File: config.mk
export PLATFORM = sky130hd
export DESIGN_NAME = led_pwm_fader
export DESIGN_NICKNAME = d
export VERILOG_FILES = /design/src/rtl/led_pkg.sv /design/src/rtl/led_pwm_fader_rst_sync.sv /design/src/rtl/led_pwm_fader.sv
export SDC_FILE = /design/constraint.sdc
export NUM_CORES = 1
export LEC_CHECK = 0
export ABC_AREA = 1
export CAP_MARGIN = 40
export CORE_MARGIN = 3
export CORE_UTILIZATION = 62
export CTS_CLUSTER_DIAMETER = 50
export DETAILED_ROUTE_END_ITERATION = 8
export MAX_ROUTING_LAYER = met4
export PLACE_DENSITY = 0.82
export SETUP_SLACK_MARGIN = 0.4
export SYNTH_ARGS = -nofsm -noshare
export SYNTH_HDL_FRONTEND = slang
export SYNTH_SLANG_ARGS = --single-unit
File: constraint.sdc
create_clock -name OSC_50m -period 4.2 [get_ports OSC_50m]
set_clock_uncertainty 0.05 [all_clocks]
set_input_delay 0.84 -clock OSC_50m [delete_from_list [all_inputs] [get_ports OSC_50m]]
set_output_delay 0.84 -clock OSC_50m [all_outputs]
set_load 0.005 [all_outputs]
File: src/rtl/led_pkg.sv
// Shared definitions for the USER_LED PWM fader: default widths, the brightness
// level type and the saturating decay helper.
package led_pkg;

    localparam int LED_W_DEF = 9;
    localparam int PWM_W_DEF = 8;

    // Brightness level at the default PWM resolution.
    typedef logic [PWM_W_DEF-1:0] lvl_t;

    // Linear decay that bottoms out at zero instead of wrapping to a bright level.
    function automatic int unsigned decay_sub(input int unsigned lvl, input int unsigned step);
        return (lvl > step) ? (lvl - step) : 0;
    endfunction

endpackage

File: src/rtl/led_pwm_fader_rst_sync.sv
// Two-flop reset synchronizer: reset asserts immediately (no clock needed) and
// releases cleanly on the second rising clock edge after the input goes high.
module rst_sync (
    input  logic i_clk,
    input  logic i_arst_n,
    output logic o_rst_n
);

    logic r_meta;
    logic r_sync;

    // Shift a 1 through two flops once the asynchronous reset is released.
    always_ff @(posedge i_clk or negedge i_arst_n) begin
        if (!i_arst_n) begin
            r_meta <= 1'b0;
            r_sync <= 1'b0;
        end else begin
            r_meta <= 1'b1;
            r_sync <= r_meta;
        end
    end

    assign o_rst_n = r_sync;

endmodule

File: src/rtl/led_pwm_fader.sv
// PWM dimmer with comet-tail afterglow for the USER_LED pins. Lit pattern bits
// drive their LED at bright_max; bits that go dark fade out in linear steps.
module led_pwm_fader
    import led_pkg::*;
#(
    parameter int LED_W       = LED_W_DEF,
    parameter int PWM_W       = PWM_W_DEF,
    parameter int DECAY_DIV_W = 16,
    parameter int DECAY_STEP  = 16
) (
    input  logic             OSC_50m,
    input  logic             FPGA_RSTn,
    input  logic [LED_W-1:0] led_in,
    input  logic             led_in_vld,
    input  logic [PWM_W-1:0] bright_max,
    output logic [LED_W-1:0] USER_LED
);

    logic                   w_rst_n;
    logic [PWM_W-1:0]       r_pwm_cnt;
    logic [DECAY_DIV_W-1:0] r_div_cnt;
    logic [LED_W-1:0]       r_pat_q;
    logic                   w_tick;
    logic [LED_W-1:0]       w_pat_eff;

    rst_sync u_rst_sync (
        .i_clk    (OSC_50m),
        .i_arst_n (FPGA_RSTn),
        .o_rst_n  (w_rst_n)
    );

    // Free-running PWM phase and decay prescaler.
    always_ff @(posedge OSC_50m or negedge w_rst_n) begin
        if (!w_rst_n) begin
            r_pwm_cnt <= '0;
            r_div_cnt <= '0;
        end else begin
            r_pwm_cnt <= r_pwm_cnt + PWM_W'(1);
            r_div_cnt <= r_div_cnt + DECAY_DIV_W'(1);
        end
    end

    // Hold the most recent pattern delivered by the upstream generator.
    always_ff @(posedge OSC_50m or negedge w_rst_n) begin
        if (!w_rst_n) begin
            r_pat_q <= '0;
        end else if (led_in_vld) begin
            r_pat_q <= led_in;
        end
    end

    // One decay step whenever the prescaler is about to wrap.
    assign w_tick    = &r_div_cnt;
    // The pattern that governs this cycle: a fresh strobe overrides the held copy.
    assign w_pat_eff = led_in_vld ? led_in : r_pat_q;

    for (genvar gi = 0; gi < LED_W; gi++) begin : g_led
        logic [PWM_W-1:0] r_lvl;
        logic [PWM_W-1:0] w_lvl_next;
        logic             r_led;

        // Lit bits follow bright_max; unlit bits fade from wherever they are.
        always_comb begin
            w_lvl_next = r_lvl;
            if (led_in_vld && led_in[gi]) begin
                w_lvl_next = bright_max;
            end else if (!led_in_vld && r_pat_q[gi]) begin
                w_lvl_next = bright_max;
            end else if (w_tick && !w_pat_eff[gi]) begin
                w_lvl_next = PWM_W'(decay_sub(32'(r_lvl), DECAY_STEP));
            end
        end

        // Level register and registered PWM compare for this LED.
        always_ff @(posedge OSC_50m or negedge w_rst_n) begin
            if (!w_rst_n) begin
                r_lvl <= '0;
                r_led <= 1'b0;
            end else begin
                r_lvl <= w_lvl_next;
                r_led <= (r_lvl > r_pwm_cnt);
            end
        end

        assign USER_LED[gi] = r_led;
    end

endmodule

# After elaboration in Yosys (flattened, before gate mapping)
# Cells that the tools add are included.
[op_classes]
add_sub_neg = 11
magnitude_cmp = 18
n_mux = 37
n_reduce_logical = 47
[op_table]
columns = ["operator", "count"]
rows = [
  ["$mux 8", 36],
  ["$gt 8x5->1 const B", 9],
  ["$gt 8x8->1", 9],
  ["$sub 8x5->8 const B", 9],
  ["$logic_and 1x1->1", 27],
  ["$reduce_bool 3->1", 9],
  ["$add 16x1->16 const B", 1],
  ["$reduce_and 16->1", 1],
  ["$logic_not 1->1", 10],
  ["$mux 9", 1],
  ["$add 8x1->8 const B", 1],
]
[totals]
register_bits = 116
inputBits = 20
out_inout_bits = 9
wordCells = 136

# Logic depth before layout (Yosys ltp)
[logic_depth]
depth_word = 6
ltp_mapped = 11
ltp_nobuf = 10

# Modules after synthesis
# Synthesis repeated with hierarchy kept, for this count alone.
[hier_totals]
cells_unflattened = 941
area_unflattened_um2 = 7721.2
[modules_own_cells]
columns = ["module", "instances", "cells_each", "area_each_um2", "seq_area_each_um2"]
rows = [
  ["led_pwm_fader", 1, 938, 7667.4, 2852.7],
  ["rst_sync", 1, 3, 53.8, 50.0],
]

# Worst setup path after synthesis
# Ideal clock, no wire load.
[synth_path]
kind = "input-to-reg"
startpoint = "input led_in_vld"
endpoint = "register g_led[0].r_lvl[4]"
setup_ps = 68
arrival_time_ps = 1760
required_time_ps = 4082
slack_ps = 2321
stages = 8
n_path_buf = 3
path_cell_list = "buf_2 -> buf_6 -> nand2_1 -> o21ai_1 -> buf_2 -> nor3_4 -> nand3_1 -> nand3_1"
[synth_via]
elab_chain_cells = 4
word_cells_on_any_way = 9
cone_classes = "mux: 3; reduce/logical: 6"
[synth_lines]
columns = ["element", "line_no", "text"]
rows = [
  ["start, declared", "led_pwm_fader.sv:14", "input logic led_in_vld,"],
  ["$mux 9", "n/a", ""],
  ["named net w_pat_eff[0]", "led_pwm_fader.sv:24", "logic [LED_W-1:0] w_pat_eff;"],
  ["$logic_not 1->1", "led_pwm_fader.sv:69", "end else if (w_tick && !w_pat_eff[gi]) begin"],
  ["$logic_and 1x1->1", "led_pwm_fader.sv:69", ""],
  ["$reduce_bool 3->1 (no source line)", "n/a", ""],
  ["end signal, assigned", "led_pwm_fader.sv:80", "r_lvl <= w_lvl_next;"],
  ["end, declared", "led_pwm_fader.sv:58", "logic [PWM_W-1:0] r_lvl;"],
]
# The timed path passes the listed nets, and every way through them passes these cells.
# A chain may end at the register's enable or synchronous reset.

# Final worst setup path
[layout_path]
startpoint = "input led_in_vld"
endpoint = "register g_led[6].r_lvl[1]"
[layout_via]
elab_chain_cells = 4
word_cells_on_any_way = 9
cone_classes = "mux: 3; reduce/logical: 6"
[layout_lines]
columns = ["element", "line_no"]
rows = [
  ["$mux 9 / $logic_not 1->1 (equally long branches)", "n/a"],
  ["$logic_not 1->1 / $logic_and 1x1->1 (equally long branches)", "led_pwm_fader.sv:69, led_pwm_fader.sv:67"],
  ["$logic_and 1x1->1 / $mux 8 (equally long branches)", "led_pwm_fader.sv:69, led_pwm_fader.sv:67"],
  ["$reduce_bool 3->1 (no source line) / $mux 8 (equally long branches)", "n/a"],
  ["end signal, assigned", "led_pwm_fader.sv:80"],
  ["end, declared", "led_pwm_fader.sv:58"],
]
# Several ways; a longest one is shown, not always the timed one.

==> metrics.yaml <==
run_status:
  status: "finished clean"
timing:
  setup_viol: 0
  slew_headroom_pct: 43.80
  grt_setup_unrepaired: "false"
  drv_slew: 0
  fin_setup_tns_ns: 0
  fin_crit_sh_pct: 70.10
  min_period_ns: 2.944
  max_freq_ghz: 0.3397
  holdWs_ns: 0.3089
  tightest_slew_ns: 0.8374
  hold_violations: 0
  layout_setup_ws_ns: 1.256
synthesis:
  synth-seq-area-share_pct: 38.11
  avgSynthCellArea_um2: 8.163
  synth_nets: 1045
  yosysWarnings: 0
  synthesis.area_um2: 7616
  ys_types: 30
  synthCells: 933
  ys_ff_latch: 116
clocking:
  cts_made_buffers: 17
  post_cts_buffers: 0
  post_cts_resized: 0
  cts_max_level: 4
  clock_latency_ns: 0.42
  cts_tree: "yes"
  cts-root-buf: "clkbuf_16"
  hold_buffers: 0
  clockBufferDepth: 2
  clk_pin_slew_ns: 0.05
  cts_sinks: 116
worst_setup_path:
  rrSetupSlack_ns: 2.11
  critical_path.most_common_cell: "nand2_1"
  cp.arrival_ns: 3.20
  slowest_delay_ns: 0.86
  end_kind: "flop"
  path_delay_family: "buffers and inverters"
  critPathLaunchType: "primary input"
  cp_num_buf_inv: 2
  r2r-start: "r_div_cnt[0]"
  path_class: "primary input to flop"
  crit_chain: "clkdlybuf4s50_1 -> o21ai_1 -> inv_1 -> nand2_1 -> nand2_2 -> nand2_1 -> nand2_1"
  crit_required_ns: 4.46
  critPathMaxFanout: 18
  reg2regPathDepth: 11
  reg2reg_to: "g_led[3].r_lvl[2]"
  cp_slowest_cell: "o21ai_1"
global_routing:
  grt_pass1_wl_mm: 28.43
  grt_max_degree: 63
  antenna_found_initial: 0
  grt_pass1_vias: 6015
  grtUsageTotal_pct: 28.14
  overflow: 0
layout:
  nFillCells: 884
  nets: 1060
  areaGrowthSynthToFinish_pct: 12.12
  utilization_pct: 72.92
  diodes: 0
  seq_area_um2: 2907
  drive_above_1_share_pct: 6.139
  final_common_cell: "nand2_1"
  multi_input_area_um2: 4110
  most-common-layout-cells: "nand2_1 (249), dfrtp_1 (115), nand3_1 (112), inv_1 (96), ha_1 (92)"
pwr:
  vdd_drop_max_uv: 395.8
  switchingPower_mw: 1.110
  power_frac_clock_pct: 41.8
  combPwrFrac_pct: 20.7
  p_int_mw: 2.749
  switching_share_pct: 28.77
  power_frac_seq_pct: 37.5
  power.leakage_nw: 4.337
  powerDensity_nw_per_um2: 451.9
job:
  drv_cap: 0
floorplanning:
  initial_core_util_pct: 65.03
  ios: 29
  fp.dieArea_um2: 13650
  die_w_um: 116.8
  rows: 39
  die_height_um: 116.8
  core_um2: 11710
routing:
  first_iter_violations: 340
  drc: 0
  vias_per_cell: 5.646
  post_drt_wl_per_cell_um: 15.52
  dr.pass1.iters: 5
  routed-via-count: 6233
  antenna_left: 0
  wl_mm: 17.14
min_path:
  holdPathStages: 0
  hold_path_class: "flop to flop"
  hold_start: "u_rst_sync.r_meta"
  hold_end: "u_rst_sync.o_rst_n"
placement:
  dp_slack_ns: 0.8917
  place_congestion: 0.8715
  hpwl_mm: 11.24
  io_buffers: 28
## registers in the layout, indices dropped and copies added (netlist names)
name                cells
u_rst_sync.o_rst_n      1
r_pat_q                 9
g_led.r_led             9
r_pwm_cnt               8
g_led.r_lvl            72
r_div_cnt              16
u_rst_sync.r_meta       1
## cell type report
cell class	count	area share, %
Clock buffer	23	5.714
Sequential cell	116	34.04
Inverter	96	4.220
Clock inverter	9	2.022
Tap cell	143	2.095
Multi-Input combinational cell	686	48.13
Timing Repair Buffer	31	3.780
## worst register-to-register path, cell delays in order (launching register included)
cell and delay [ns]:
dfrtp_1 0.37, ha_1 0.19, nand2_1 0.12, nor2_2 0.14, nand2_1 0.10, inv_1 0.08, nand2_2 0.31, buf_16 0.30
nand2_1 0.09, nand2_1 0.10, nand2_1 0.08, nand2_1 0.04
## cells in the mapped netlist, drive strengths merged
master / count / area, µm²
nand2: 258 / 990.9
dfrtp: 116 / 2903
nand3: 114 / 588.1
inv: 96 / 360.4
ha: 92 / 1151
nor2: 66 / 276.5
a21oi: 45 / 225.2
buf: 35 / 242.7
xor2: 33 / 289.0
nor3: 20 / 201.4
o21ai: 18 / 90.08
nand4: 15 / 108.9
nor3b: 10 / 75.07
o21a: 9 / 67.56
xnor2: 4 / 35.03
conb: 1 / 3.750
nand3b: 1 / 7.510
## power by group through the flow
stage | sequential, mW | clock [mW] | combinational (mW)
CTS | 1.44 | 1.63 | 0.802
detailed placement | 1.46 | 0 | 0.788
global route | 1.47 | 1.69 | 0.932
global placement | 1.46 | 0 | 0.762
floorplan | 1.42 | 0 | 0.636
finish | 1.45 | 1.61 | 0.800
## routing by layer
metal	part of all wire, %	vias up	global-route usage, %	wire length, µm
met5	0	-	-	0
met4	3.1	0	11.70	524
met3	6.3	46	6.221	1076
met2	48	196	44.44	8180
met1	43	2920	35.22	7356
li1	-	3071	-	-
## cell families (layout without fill, tap and decap cells)
kind of cell | after synthesis | count (layout) | synth area share [%]
AOI/OAI and AO/OA | 72 | 72 | 5.027
xor gates and xnor gates | 37 | 37 | 4.255
adders and majority gates | 92 | 92 | 15.11
buffers and inverters | 131 | 159 | 7.919
DFF | 116 | 116 | 38.11
other | 1 | 1 | 0.04924
and+or+nand+nor | 484 | 484 | 29.52
## how the worst max path moves through the flow
stage / start / to / slack (ns) / depth (start not counted)
final: led_in_vld / g_led[6].r_lvl[1] / 1.26 / 7
after global routing: led_in_vld / g_led[7].r_lvl[3] / 1.05 / 7
after CTS: led_in_vld / g_led[6].r_lvl[1] / 1.31 / 7
after detailed placement: led_in_vld / g_led[1].r_lvl[3] / 0.89 / 7
after global placement: led_in_vld / g_led[1].r_lvl[3] / 0.89 / 7
after floorplan: u_rst_sync.o_rst_n / g_led[0].r_led / 0.68 / 0
## per-stage QoR
stage                     std cells  total power [mW]  cell area (µm²)
after floorplan                 933             2.055             7616
after global placement         1071             2.218             7851
final                          1104             3.859             8539
after detailed placement       1072             2.248             7879
after CTS                      1104             3.880             8539
after global routing           1104             4.090             8539
No activity file was read; power rests on OpenSTA's default activity.
